<file path="src/rtl/score_keeper.sv">
// score_keeper: round-tally stage for the tug-of-war game.
// Counts round wins per player, holds the playfield in reset for a settle
// interval after every round, and flags game over when a tally reaches 7.
//
// Parameters:
//   HOLD_CYCLES  minimum cycles round_reset stays high after a round (>= 1)
// Ports:
//   clk          system clock, rising edge
//   reset        asynchronous active-high reset
//   win_left     playfield level, left end light captured
//   win_right    playfield level, right end light captured
//   left_count   left player's tally (0-7), registered
//   right_count  right player's tally (0-7), registered
//   round_reset  registered, holds the playfield at its centre state
//   game_over    registered, high once a tally reaches 7
// Configuration:
//   SCORE_WRAP_EN  free-play mode: tallies wrap 7 -> 0, game_over tied low
module score_keeper #(
  parameter int unsigned HOLD_CYCLES = 4
) (
  input  logic       clk,
  input  logic       reset,
  input  logic       win_left,
  input  logic       win_right,
  output logic [2:0] left_count,
  output logic [2:0] right_count,
  output logic       round_reset,
  output logic       game_over
);

  localparam int unsigned TIMER_W = $clog2(HOLD_CYCLES + 1);
  localparam logic [TIMER_W-1:0] TIMER_LOAD = TIMER_W'(HOLD_CYCLES - 1);

  typedef enum logic [1:0] {
    PLAY = 2'd0,
    HOLD = 2'd1,
    OVER = 2'd2
  } state_t;

  state_t             state;
  logic [TIMER_W-1:0] timer;
  logic               any_win;
  logic               max_reached;

  assign any_win     = win_left | win_right;
  assign max_reached = (left_count == 3'd7) || (right_count == 3'd7);

`ifdef SCORE_WRAP_EN
  assign game_over = 1'b0;
`endif

  // Round FSM; every output is a register updated here.
  always_ff @(posedge clk or posedge reset) begin
    if (reset) begin
      state       <= PLAY;
      timer       <= '0;
      left_count  <= 3'd0;
      right_count <= 3'd0;
      round_reset <= 1'b0;
`ifndef SCORE_WRAP_EN
      game_over   <= 1'b0;
`endif
    end else begin
      case (state)
        PLAY: begin
          if (any_win) begin
            // A simultaneous capture is a draw: settle the round, no score.
            if (win_left && !win_right) left_count <= left_count + 3'd1;
            if (win_right && !win_left) right_count <= right_count + 3'd1;
            timer       <= TIMER_LOAD;
            round_reset <= 1'b1;
            state       <= HOLD;
          end
        end
        HOLD: begin
          if (timer != '0) begin
            timer <= timer - TIMER_W'(1);
`ifndef SCORE_WRAP_EN
          end else if (max_reached) begin
            game_over <= 1'b1;
            state     <= OVER;
`endif
          end else if (!any_win) begin
            // Stay held until the playfield releases its end light.
            round_reset <= 1'b0;
            state       <= PLAY;
          end
        end
        OVER: begin
          round_reset <= 1'b1;
`ifndef SCORE_WRAP_EN
          game_over   <= 1'b1;
`endif
        end
        default: begin
          state       <= PLAY;
          round_reset <= 1'b0;
        end
      endcase
    end
  end

endmodule

</file>
<file path="config.mk">
export PLATFORM = sky130hd
export DESIGN_NAME = score_keeper
export DESIGN_NICKNAME = d
export VERILOG_FILES = /design/src/rtl/score_keeper.sv
export SDC_FILE = /design/constraint.sdc
export NUM_CORES = 1
export LEC_CHECK = 0
export CAP_MARGIN = 20
export CORE_ASPECT_RATIO = 1.2
export CORE_UTILIZATION = 45
export DETAILED_ROUTE_END_ITERATION = 7
export GPL_ROUTABILITY_DRIVEN = 1
export GPL_TIMING_DRIVEN = 1
export PLACE_DENSITY = 0.72
export SLEW_MARGIN = 20
export SYNTH_ARGS = -nofsm -noshare
export SYNTH_HDL_FRONTEND = slang
export SYNTH_SLANG_ARGS = --single-unit
export TNS_END_PERCENT = 10
</file>
<file path="constraint.sdc">
create_clock -name clk -period 1.3 [get_ports clk]
set_input_delay 0.13 -clock clk [delete_from_list [all_inputs] [get_ports clk]]
set_output_delay 0.13 -clock clk [all_outputs]
set_load 0.01 [all_outputs]
</file>
==> reports/summary.txt <==
Routed Antenna Nets = 0
Pwr Density = 1730 mW/mm^2
vias per cell = 5.283
Synth Warn # = 0
Cells after DPL = 100
Sw Ratio = 34.53%
clk root buf = clkbuf_4
Final setup violation count = 5
Port Buf Inserts = 11
Net Count, Synth = 69
worst-margin pin slew = 504.8 ps
via count = 560
post-synthesis mux area share = 9.139%
complex-gate fraction of the synthesized area = 11.42%
Max Root-Sink Buffers = 2
initial core utilization = 48.63%
worst vdd ir = 0.9942 mV
Synth Area in XOR/XNOR = 2.460%
predominant post-synthesis flop cell = dfrtp_1
fin. max-slew vios = 0
core area = 0.001464 mm^2
Worst R2R Setup Slack = -90 ps
startpoint types = flop
Final period util = 107.2%
Inserted Diodes = 0
Setup crit start = timer[1]
r2r endpoint = timer[2]
RSZ-0062 raised after global routing = yes
Layout Skew = 5.521 ps
Max FO, Critical Path = 2
Num Clock Sinks = 13
critical path's top delay family = simple AND/OR/NAND/NOR gates
Num CTS Buffers = 3
DP Worst Slack = -225.2 ps
max cap viols = 0
hold slack = 173.2 ps
Seq/Total Area, Yosys = 45.69%
Synth Cell Area = 711.9 um^2
area grow syn2layout = 49.91%
DRT iter0 DRCs = 4
synth cell count leaders = 13 x dfrtp_1, 6 x ha_1, 4 x inv_1, 4 x mux2_2, 4 x nor2_1
highest clock rate = 717.3 MHz
final non-filler cell total = 106
Worst Path Arrival = 1600 ps
vias in the first global route = 565
Synth top area share = 45.69%
FF+latch count, synth = 13
endpoint class of the critical path = flop
Overall Global Routing Usage = 21.02%
nets = 100
Reg2Reg Depth = 5
WL final = 1.536 mm
met3 Use GR = 2.941%
total gr overflow = 0
Hold Path Class = in -> async
number of distinct library cells after synthesis = 23
die area = 0.001746 mm^2
Synth Area per Inst = 12.07 um^2
drt first pass iters = 4
min cycle time layout = 1394 ps
detailed placement HPWL = 1.109 mm
Worst-path clk slew = 80 ps
share of layout cells above drive strength 1 = 46.07%
GR Layer Usage met1 = 23.64%
part of the power in the clock network = 13.5%
wire per inst = 14.49 um
net switching power = 0.6374 mW
CTS H-tree depth = 1
CP required = 1510 ps
cell taking the most area after synthesis = dfrtp_1
post-layout util = 72.91%
Gate power share = 51.9%
CP max-delay cell = or4b_1
Hold Fails Final Rpt = 0
first-pass GRT wire length = 2.442 mm
CTS tree = done
met2 Resource Use GR = 35.93%
post-synthesis adder-cell area fraction = 10.54%
crit path buf inv count = 1
largest family of logic cells by synthesized area = simple AND/OR/NAND/NOR gates
Post-synth EDFFs = 0
violated checks = setup timing
Ports = 12
DRC violations left = 0
ys async rst share = 100.0%
critical path class = reg -> reg
Chip Width = 38.31 um
Clk Latency, worst-skew pair = 280 ps
Leakage = 0.5522 nW
pin count of the biggest net entering global routing = 14
row count = 15
Synth area leaders = dfrtp_1 46%, ha_1 11%, nor4b_4 6.7%
Die Span Y = 45.57 um
GRT busiest layer = met2
most frequent cell after synthesis = dfrtp_1
setup ws final = -94.05 ps
critical path, cell by cell = inv_2, ha_4, or4b_1, o21ai_1, o2bb2ai_1
sequential fraction of design power = 34.6%
Placer Congestion = 0.7402
initial antenna violation count = 0
cts hold-fix bufs = 0
status = complete, but fails checks
FF-to-FF Start = timer[1]
Internal = 1.209 mW
cells after synthesis = 59
relative slew slack = 66.31%
Synth Area in Simple Gates = 16.34%
critical path's largest stage delay = 440 ps
-- placed cells by master, fill, tap and decap left out, drive strengths merged --
cell type      synthesis  routed
xor2                   2       2
a21oi                  1       1
mux2i                  2       2
clkbuf                 0       4
dlymetal6s2s           0       1
a21o                   1       1
nor4b                  2       2
nand2                  1       1
nor2                   4       4
inv                    4       4
nand2b                 3       3
o21ai                  3       3
o2bb2ai                1       1
dfrtp                 13      13
mux2                   4       4
a41o                   1       1
clkdlybuf4s50          0       3
buf                    2      17
or4b                   1       1
a211o                  1       1
ha                     6       6
nor3                   3       3
a2bb2oi                3       3
dlygate4sd2            0       7
nor2b                  1       1
-- logic make-up after synthesis --
logic type               count (synthesis)
buffers and inverters                    6
AND/OR/NAND/NOR                         15
AO/OA/AOI/OAI                           11
multiplexers                             6
adder cells (fa/ha/maj)                  6
XOR/XNOR                                 2
flip-flops                              13
-- stage by stage --
| step | power, mW | setup TNS, ps | area, um^2 |
|---|---|---|---|
| after floorplan | 1.065 | -31.16 | 747.0 |
| after global placement | 1.450 | -985.8 | 974.7 |
| after detailed placement | 1.497 | -1372 | 974.7 |
| after CTS | 1.706 | -189.4 | 1005 |
| after global routing | 1.957 | -427.4 | 1067 |
| final | 1.846 | -157.8 | 1067 |
-- sequential cells by signal, summed over array words and instances, names as in the netlist --
| signal | flops |
|---|---|
| left_count | 3 |
| right_count | 3 |
| timer | 3 |
| state | 2 |
| game_over | 1 |
| round_reset | 1 |
-- layout make-up --
type | instances | area (um^2)
inverter | 4 | 15.01
tap | 17 | 21.27
clock buffer | 4 | 26.28
sequential | 13 | 327.8
multi-input combinational | 40 | 445.4
fill | 114 | 396.6
timing repair buffer | 28 | 231.5
-- how the worst max path moves through the flow --
| stage | end | slack [ps] | cells past startpoint |
|---|---|---|---|
| 6_report | timer[2] | -90 | 5 |
| 5_1_grt | timer[2] | -130 | 5 |
| 4_1_cts | timer[2] | -80 | 5 |
| 2_1_floorplan | game_over | -20 | 5 |
| 3_3_place_gp | right_count[1] | -210 | 3 |
| 3_5_place_dp | right_count[1] | -230 | 3 |
-- worst register-to-register path: cells and delay by family, from the launching register on --
kind                       cells  cell delay (ps)
and+or+nand+nor                1              440
adders and majority gates      1              140
DFF                            1              400
AOI/OAI and AO/OA              2              230
buffers and inverters          1              110
-- routing by layer --
layer	vias up	part of all wire, %
met5	-	0
met1	263	41
met4	0	3.4
li1	272	-
met3	6	3.3
met2	19	52
-- what timing repair did --
| item | in CTS | in global routing |
|---|---|---|
| setup buffers | 0 | 2 |
| resized for setup | 10 | 11 |
| pin swaps | 2 | 4 |
| endpoints found under the setup margin | 13 | 13 |
-- power groups by stage --
stage / registers [mW] / clock network [mW] / logic [mW]
detailed placement: 0.635 / 0 / 0.862
global route: 0.648 / 0.271 / 1.04
finish: 0.639 / 0.249 / 0.958
global placement: 0.624 / 0 / 0.826
floorplan: 0.675 / 0 / 0.390
CTS: 0.629 / 0.258 / 0.818
Note: power is estimated with default switching activity, not from simulation.
